File: config.mk
export PLATFORM = sky130hd
export DESIGN_NAME = sipo_loader_flat
export DESIGN_NICKNAME = d
export VERILOG_FILES = /design/src/rtl/sipo_loader_if.sv /design/src/rtl/sipo_loader.sv /design/src/flat_wrapper.sv
export SDC_FILE = /design/constraint.sdc
export NUM_CORES = 1
export LEC_CHECK = 0
export ABC_AREA = 1
export CAP_MARGIN = 20
export CORE_UTILIZATION = 57
export DETAILED_ROUTE_END_ITERATION = 10
export GPL_ROUTABILITY_DRIVEN = 0
export GPL_TIMING_DRIVEN = 0
export PLACE_DENSITY = 0.82
export RECOVER_POWER = 25
export SLEW_MARGIN = 30
export SYNTH_ARGS = -nofsm -noshare
export SYNTH_HDL_FRONTEND = slang
export SYNTH_SLANG_ARGS = --single-unit
File: constraint.sdc
create_clock -name clk50m -period 3.4 [get_ports clk50m]
set_clock_uncertainty 0.15 [all_clocks]
set_input_delay 0.68 -clock clk50m [delete_from_list [all_inputs] [get_ports clk50m]]
set_output_delay 0.68 -clock clk50m [all_outputs]
set_load 0.01 [all_outputs]
File: src/rtl/sipo_loader_if.sv
// Serial frame input and assembled-word output bundle for sipo_loader.
// Latency: none, wires only.
// Backpressure: none; the serial source is paced only by sdi_valid.
interface sipo_loader_if #(
  parameter int W = 16
);
  logic         sof;
  logic         sdi;
  logic         sdi_valid;
  logic [W-1:0] d;
  logic         load;
  logic         busy;
  logic         err;
  logic [7:0]   err_cnt;

  // Serial source side
  modport master (
    output sof, sdi, sdi_valid,
    input  d, load, busy, err, err_cnt
  );

  // Word assembler side
  modport slave (
    input  sof, sdi, sdi_valid,
    output d, load, busy, err, err_cnt
  );
endinterface

File: src/rtl/sipo_loader.sv
// Serial-in/parallel-out word assembler feeding dreg; drops and counts aborted frames.
// Latency: load and d appear 1 cycle after the edge that samples the last bit.
// Backpressure: none; bits are taken on every sdi_valid cycle, stalls only time out.
module sipo_loader #(
  parameter int W         = 16,
  parameter bit MSB_FIRST = 1'b1,
  parameter int TIMEOUT   = 64
) (
  input  logic          clk50m,
  input  logic          rst,
  sipo_loader_if.slave  bus
);

  localparam int CW = $clog2(W + 1);
  localparam int IW = (TIMEOUT > 0) ? $clog2(TIMEOUT + 1) : 1;
  localparam logic [CW-1:0] CNT_LAST  = CW'(W - 1);
  localparam logic [IW-1:0] IDLE_LAST = IW'((TIMEOUT > 0) ? TIMEOUT - 1 : 0);

  typedef enum logic {IDLE = 1'b0, SHIFT = 1'b1} state_t;

  state_t          state_q, state_d;
  logic [W-1:0]    sr_q, sr_d;
  logic [CW-1:0]   cnt_q, cnt_d;
  logic [IW-1:0]   idle_q, idle_d;
  logic [W-1:0]    word_q, word_d;
  logic            load_q, load_d;
  logic            err_q, err_d;
  logic [7:0]      err_cnt_q, err_cnt_d;

  logic            start;
  logic            take;
  logic            complete;
  logic            early;
  logic            timeout;
  logic            abort;
  logic            busy;
  logic [W-1:0]    shifted;

  // Classify this cycle: frame start, continuing bit, completion, or abort
  always_comb begin
    start    = bus.sdi_valid && bus.sof;
    take     = bus.sdi_valid && !bus.sof && (state_q == SHIFT);
    complete = take && (cnt_q == CNT_LAST);
    early    = start && (state_q == SHIFT);
    timeout  = (TIMEOUT > 0) && (state_q == SHIFT) && !bus.sdi_valid && (idle_q == IDLE_LAST);
    abort    = early || timeout;
    shifted  = MSB_FIRST ? {sr_q[W-2:0], bus.sdi} : {bus.sdi, sr_q[W-1:1]};
  end

  // State register and datapath flops; reset discards any partial frame
  always_ff @(posedge clk50m) begin
    if (rst) begin
      state_q   <= IDLE;
      sr_q      <= '0;
      cnt_q     <= '0;
      idle_q    <= '0;
      word_q    <= '0;
      load_q    <= 1'b0;
      err_q     <= 1'b0;
      err_cnt_q <= '0;
    end else begin
      state_q   <= state_d;
      sr_q      <= sr_d;
      cnt_q     <= cnt_d;
      idle_q    <= idle_d;
      word_q    <= word_d;
      load_q    <= load_d;
      err_q     <= err_d;
      err_cnt_q <= err_cnt_d;
    end
  end

  // Next state: any sof starts/restarts a frame; last bit or stall returns to IDLE
  always_comb begin
    state_d = state_q;
    case (state_q)
      IDLE:    if (start) state_d = SHIFT;
      SHIFT:   if (complete || timeout) state_d = IDLE;
      default: state_d = IDLE;
    endcase
  end

  // Datapath next values: shifting, bit/idle counting, word capture, error count
  always_comb begin
    sr_d      = sr_q;
    cnt_d     = cnt_q;
    idle_d    = idle_q;
    word_d    = word_q;
    load_d    = 1'b0;
    err_d     = abort;
    err_cnt_d = err_cnt_q;
    if (start) begin
      // sof bit is bit 1 of a fresh frame; older bits shift out before completion
      sr_d   = shifted;
      cnt_d  = CW'(1);
      idle_d = '0;
    end else if (take) begin
      sr_d   = shifted;
      cnt_d  = cnt_q + CW'(1);
      idle_d = '0;
      if (complete) begin
        word_d = shifted;
        load_d = 1'b1;
        cnt_d  = '0;
      end
    end else if (state_q == SHIFT) begin
      if (timeout) begin
        idle_d = '0;
        cnt_d  = '0;
      end else if (TIMEOUT > 0) begin
        idle_d = idle_q + IW'(1);
      end
    end
    if (abort && (err_cnt_q != 8'hFF)) err_cnt_d = err_cnt_q + 8'd1;
  end

  // Outputs: busy decoded from state, everything else straight from flops
  always_comb begin
    busy = (state_q == SHIFT);
  end

  assign bus.d       = word_q;
  assign bus.load    = load_q;
  assign bus.busy    = busy;
  assign bus.err     = err_q;
  assign bus.err_cnt = err_cnt_q;

endmodule

File: src/flat_wrapper.sv
// flat-port wrapper written by rule: the top's interface ports become plain ports
module sipo_loader_flat 
#(
  parameter int W         = 16,
  parameter bit MSB_FIRST = 1'b1,
  parameter int TIMEOUT   = 64
)
  (clk50m, rst, bus_sof, bus_sdi, bus_sdi_valid, bus_d, bus_load, bus_busy, bus_err, bus_err_cnt);
  sipo_loader_if #(.W(W)) bus_i ();
  input  logic clk50m;
  input  logic rst;
  input wire logic [$bits(bus_i.sof)-1:0] bus_sof;
  input wire logic [$bits(bus_i.sdi)-1:0] bus_sdi;
  input wire logic [$bits(bus_i.sdi_valid)-1:0] bus_sdi_valid;
  output wire logic [$bits(bus_i.d)-1:0] bus_d;
  output wire logic [$bits(bus_i.load)-1:0] bus_load;
  output wire logic [$bits(bus_i.busy)-1:0] bus_busy;
  output wire logic [$bits(bus_i.err)-1:0] bus_err;
  output wire logic [$bits(bus_i.err_cnt)-1:0] bus_err_cnt;
  assign bus_i.sof = bus_sof;
  assign bus_i.sdi = bus_sdi;
  assign bus_i.sdi_valid = bus_sdi_valid;
  assign bus_d = bus_i.d;
  assign bus_load = bus_i.load;
  assign bus_busy = bus_i.busy;
  assign bus_err = bus_i.err;
  assign bus_err_cnt = bus_i.err_cnt;
  sipo_loader #(.W(W), .MSB_FIRST(MSB_FIRST), .TIMEOUT(TIMEOUT)) u_core (.clk50m(clk50m), .rst(rst), .bus(bus_i));
endmodule
# Word-level counts from Yosys, hierarchy flattened
# Cells that the tools add are included.
# op_classes
n_addsub	3
eq_ne	3
muxes	12
bitwise_logic	3
n_reduce_logical	23
# op_table
cell	n
$mux W15	2
$mux W5	4
$add A8 B1 Y8 const B	1
$logic_and A1 B1 Y1	8
$ne A8 B8 Y1 const B	1
$add A7 B1 Y7 const B	1
$eq A7 B6 Y1 const B	1
$mux W7	1
$reduce_bool A2 Y1	3
$reduce_bool A3 Y1	2
$reduce_or A3 Y1	2
$add A5 B1 Y5 const B	1
$eq A5 B4 Y1 const B	1
$mux W1	4
$reduce_and A2 Y1	2
$not A1 Y1	3
$reduce_and A3 Y1	1
$logic_not A1 Y1	2
$logic_or A1 B1 Y1	2
$pmux W1 S2	1
$reduce_or A2 Y1	1
# totals
reg_bits	54
input_bits	5
output_inout_bits	27
elab_cells	53

# Logic depth before layout (Yosys ltp)
# logic_depth
ltp_word	7
ltp_mapped	9
ltp_nobuf	8

# Least setup slack after synthesis
# No wires, ideal clock.
# synth_path
kind	input-to-reg
start	in bus_sdi_valid
end	reg u_core.err_cnt_q[6] (netlist: u_core.bus.err_cnt[6])
setup_time_ps	132
arrival_ps	1386
t_required_ps	3118
slack_ps	1731
stages	8
n_path_buf	0
path_cell_list	inv_1 -> nand2_1 -> nor2_1 -> nand2_2 -> nand2_2 -> nand2_2 -> nand2_1 -> a21oi_1
# synth_between
elab_chain_cells	5
word_cells_on_any_way	7
cone_classes	reduce/logical (7)
# synth_rtl
element	line_no	rtl
start: declaration	flat_wrapper.sv:14	input wire logic [$bits(bus_i.sdi_valid)-1:0] bus_sdi_valid;
$logic_not A1 Y1	sipo_loader.sv:45	timeout = (TIMEOUT > 0) && (state_q == SHIFT) && !bus.sdi_valid && (idle_q == IDLE_LAST);
$logic_and A1 B1 Y1 (2 in a row)	sipo_loader.sv:45	
$logic_or A1 B1 Y1 (*)	sipo_loader.sv:46	abort = early || timeout;
$logic_and A1 B1 Y1 (*)	sipo_loader.sv:114	if (abort && (err_cnt_q != 8'hFF)) err_cnt_d = err_cnt_q + 8'd1;
end signal: assignment	sipo_loader.sv:69	err_cnt_q <= err_cnt_d;
end: declaration	sipo_loader.sv:28	logic [7:0] err_cnt_q, err_cnt_d;
# Every way passes the cells marked *; elsewhere a longest branch is shown, timed or not.
# A chain may end at the register's enable or synchronous reset.

# Worst setup path after layout
# layout_path
start	in bus_sdi_valid
end	reg u_core.word_q[2] (netlist: u_core.bus.d[2])
# layout_between
elab_chain_cells	4
word_cells_on_any_way	6
cone_classes	bitwise (1); reduce/logical (5)
# layout_rtl
element	line_no	rtl
$logic_and A1 B1 Y1 (2 in a row)	sipo_loader.sv:42	take = bus.sdi_valid && !bus.sof && (state_q == SHIFT);
$logic_and A1 B1 Y1	sipo_loader.sv:43	complete = take && (cnt_q == CNT_LAST);
$reduce_and A3 Y1 (no source line) (*)	-	
end signal: assignment	sipo_loader.sv:66	word_q <= word_d;
end: declaration	sipo_loader.sv:25	logic [W-1:0] word_q, word_d;
# Marked as above.

==> flow_summary.json <==
{
  "min_path_type": "register to register",
  "crit_path_start_kind": "primary input",
  "hold_viol_final": 0,
  "syn_area_um2": 2240,
  "grt.overflow.total": 0,
  "finalCritPeriodShare_pct": 75.7,
  "cts_max_path_buffers": 2,
  "wire_per_inst_um": 11.3,
  "worstPathRequired_ns": 3.46,
  "status": "complete, no violations",
  "dp_slack_ns": 0.977,
  "layout_min_cycle_time_ns": 2.57,
  "drc": 0,
  "die_h_um": 64.7,
  "critPathCaptureType": "register",
  "synthToLayoutAreaGrowth_pct": 19.4,
  "synth.most_common_cell": "nor2_1",
  "grt_first_pass_wirelength_um": 7410,
  "post_cts_resized": 0,
  "maxCapViolCount": 0,
  "row_count": 22,
  "grtUsageTotal_pct": 22.8,
  "worstMarginPinSlew_ns": 0.657,
  "critPathMaxFanout": 10,
  "grt_antenna_before_repair": 0,
  "synth-async-reset-ratio_pct": 0,
  "dpl.hpwl_um": 2970,
  "final_area_um2": 2670,
  "antenna_cells": 0,
  "drive_above_1_share_pct": 6.42,
  "yosysTopAreaCell": "dfxtp_1",
  "via_per_inst": 5.11,
  "crit_chain": "dlygate4sd3_1 -> nand2_1 -> nor2_8 -> inv_4 -> nor2_1 -> inv_4 -> buf_6 -> nor2_1 -> nor2_1",
  "synth_flop_cell": "dfxtp_1",
  "synth-edff-count": 0,
  "synth_commonest_cells": "nor2_1, dfxtp_1, nand2_1",
  "crit_top_cell": "nor2_1",
  "path_class": "primary input to register",
  "drtPass1Iterations": 4,
  "cp.arrival_ns": 2.63,
  "clk_pin_slew_worst_paths_ns": 0.10,
  "cts_root_buf": "clkbuf_8",
  "nets": 334,
  "yosys_warnings": 0,
  "core_um2": 3720,
  "synth_cell_types": 25,
  "synth_area_leaders": "dfxtp_1, nor2_1, o21ai_0",
  "setup-tns-final_ns": 0,
  "drt-initial-drc-count": 143,
  "start_util_pct": 60.3,
  "syn_nets": 296,
  "rsz0062_at_grt": "no",
  "p_leak_uw": 0.00110,
  "syn_inst": 288,
  "routed_wl_um": 4230,
  "cts_sinks": 54,
  "setup_violations": 0,
  "synth_seq_cells": 54,
  "cts_setup_buffers": 0,
  "max_stage_delay_ns": 0.59,
  "relSlewSlack_pct": 56.1,
  "postSynthAreaPerCell_um2": 7.78,
  "io_pins": 32,
  "tritoncts": "yes",
  "grt_max_degree": 18,
  "grt_pass1_vias": 1749,
  "crit_slowest_cell": "dlygate4sd3_1",
  "ir_drop_v": 0.000274,
  "fin_ws_ns": 0.827,
  "seq_area_frac_synth_pct": 48.3,
  "vias": 1918,
  "report.final.slew_viol_count": 0,
  "pwr_density_cell_nw_per_um2": 408,
  "cts-hold-fix-buffers": 0,
  "htree_levels": 2,
  "max_freq_mhz": 389,
  "placed_cell_area_um2": 2610,
  "clk-insertion-delay-late_ns": 0.31,
  "fin_hold_ws_ns": 0.309,
  "ant_nets": 0,
  "dieArea_um2": 4180,
  "die_w_um": 64.7,
  "portBuffers": 31,
  "cts_buffers": 5,
  "yosysTopAreaCellShare_pct": 48.3
}
## sequential cells by signal, summed over array words and instances (netlist names)
name and cells:
u_core.sr_q 15, u_core.cnt_q 5, u_core.bus.err 1, u_core.bus.err_cnt 8
u_core.bus.busy 1, u_core.bus.d 16, u_core.bus.load 1, u_core.idle_q 7
## layout make-up
class	count	area, um2
plain buffers	9	57.6
clock buffers	6	72.6
clock inverters	2	17.5
fillers	319	1040
inverters	16	65.1
multi-input cells	209	1010
flip-flops and latches	54	1080
well taps	48	60.1
repair buffers	31	310
## stage by stage
stage / total power, uW / std cells / util [%]
after floorplan: 723 / 288 / -
after global placement: 745 / 367 / 70.2
after detailed placement: 747 / 367 / 70.2
after CTS: 1100 / 375 / 72.7
after global routing: 1130 / 375 / 72.0
final: 1090 / 375 / 72.0
## metal layers
metal  vias up  GRT usage [%]  wire [um]
li1       1006              -          -
met1       865           27.6       1990
met2        41           39.5       2010
met3         6           5.28        173
met4         0           7.50         53
met5         -              0          0
## critical path: cells and delay by family
family                 cells  cell delay [ns]
and+or+nand+nor            5             0.99
buffers and inverters      4             0.97
## path summary, 6_finish.rpt
| kind | cells after the start | slack (ns) | from | endpoint |
|---|---|---|---|---|
| setup / recovery | 9 | 0.83 | bus_sdi_valid | u_core.bus.d[2]$_SDFFE_PP0P_ |
| hold / removal | 2 | 0.31 | u_core.idle_q[6]$_SDFFE_PP0P_ | u_core.idle_q[6]$_SDFFE_PP0P_ |
| setup reg to reg | 9 | 1.30 | u_core.cnt_q[0]$_SDFFE_PP0P_ | u_core.bus.d[2]$_SDFFE_PP0P_ |
| hold reg to reg | 2 | 0.31 | u_core.idle_q[6]$_SDFFE_PP0P_ | u_core.idle_q[6]$_SDFFE_PP0P_ |
## power breakdown
part | internal (uW) | switching (uW) | total [uW]
registers | 650 | 13.0 | 663
logic | 25.1 | 43.6 | 68.8
clock network | 150 | 209 | 359
total | 825 | 266 | 1090
## layout by cell type, fill, tap and decap left out
cell | Yosys | routed
clkinv_4 | 0 | 1
nor3_1 | 1 | 1
inv_6 | 0 | 1
dfxtp_1 | 54 | 54
ha_1 | 3 | 3
inv_1 | 14 | 14
nor2_8 | 2 | 1
clkbuf_8 | 0 | 5
nand3_1 | 18 | 18
nand2_2 | 5 | 4
xnor2_1 | 4 | 4
a31oi_1 | 1 | 1
xor2_1 | 3 | 3
inv_4 | 2 | 2
a221oi_1 | 1 | 1
a311oi_1 | 1 | 1
nor2_1 | 77 | 78
a21oi_1 | 16 | 16
o21ai_1 | 3 | 3
clkdlybuf4s50_1 | 0 | 28
buf_6 | 3 | 3
nand4_4 | 1 | 1
nor2_4 | 2 | 2
clkbuf_1 | 5 | 6
nand2_1 | 38 | 40
buf_2 | 1 | 1
dlygate4sd3_1 | 0 | 3
o21ai_0 | 30 | 30
nand3b_1 | 2 | 2
## cell families (layout without fill, tap and decap cells)
| family | count (synthesis) | count (layout) | share of synthesized area [%] |
|---|---|---|---|
| and+or+nand+nor | 147 | 147 | 29.8 |
| DFF | 54 | 54 | 48.3 |
| AOI/OAI and AO/OA | 52 | 52 | 12.0 |
| buffers and inverters | 25 | 64 | 5.47 |
| xor gates and xnor gates | 7 | 7 | 2.74 |
| adders and majority gates | 3 | 3 | 1.68 |
Power figures use the tool's default switching activity.
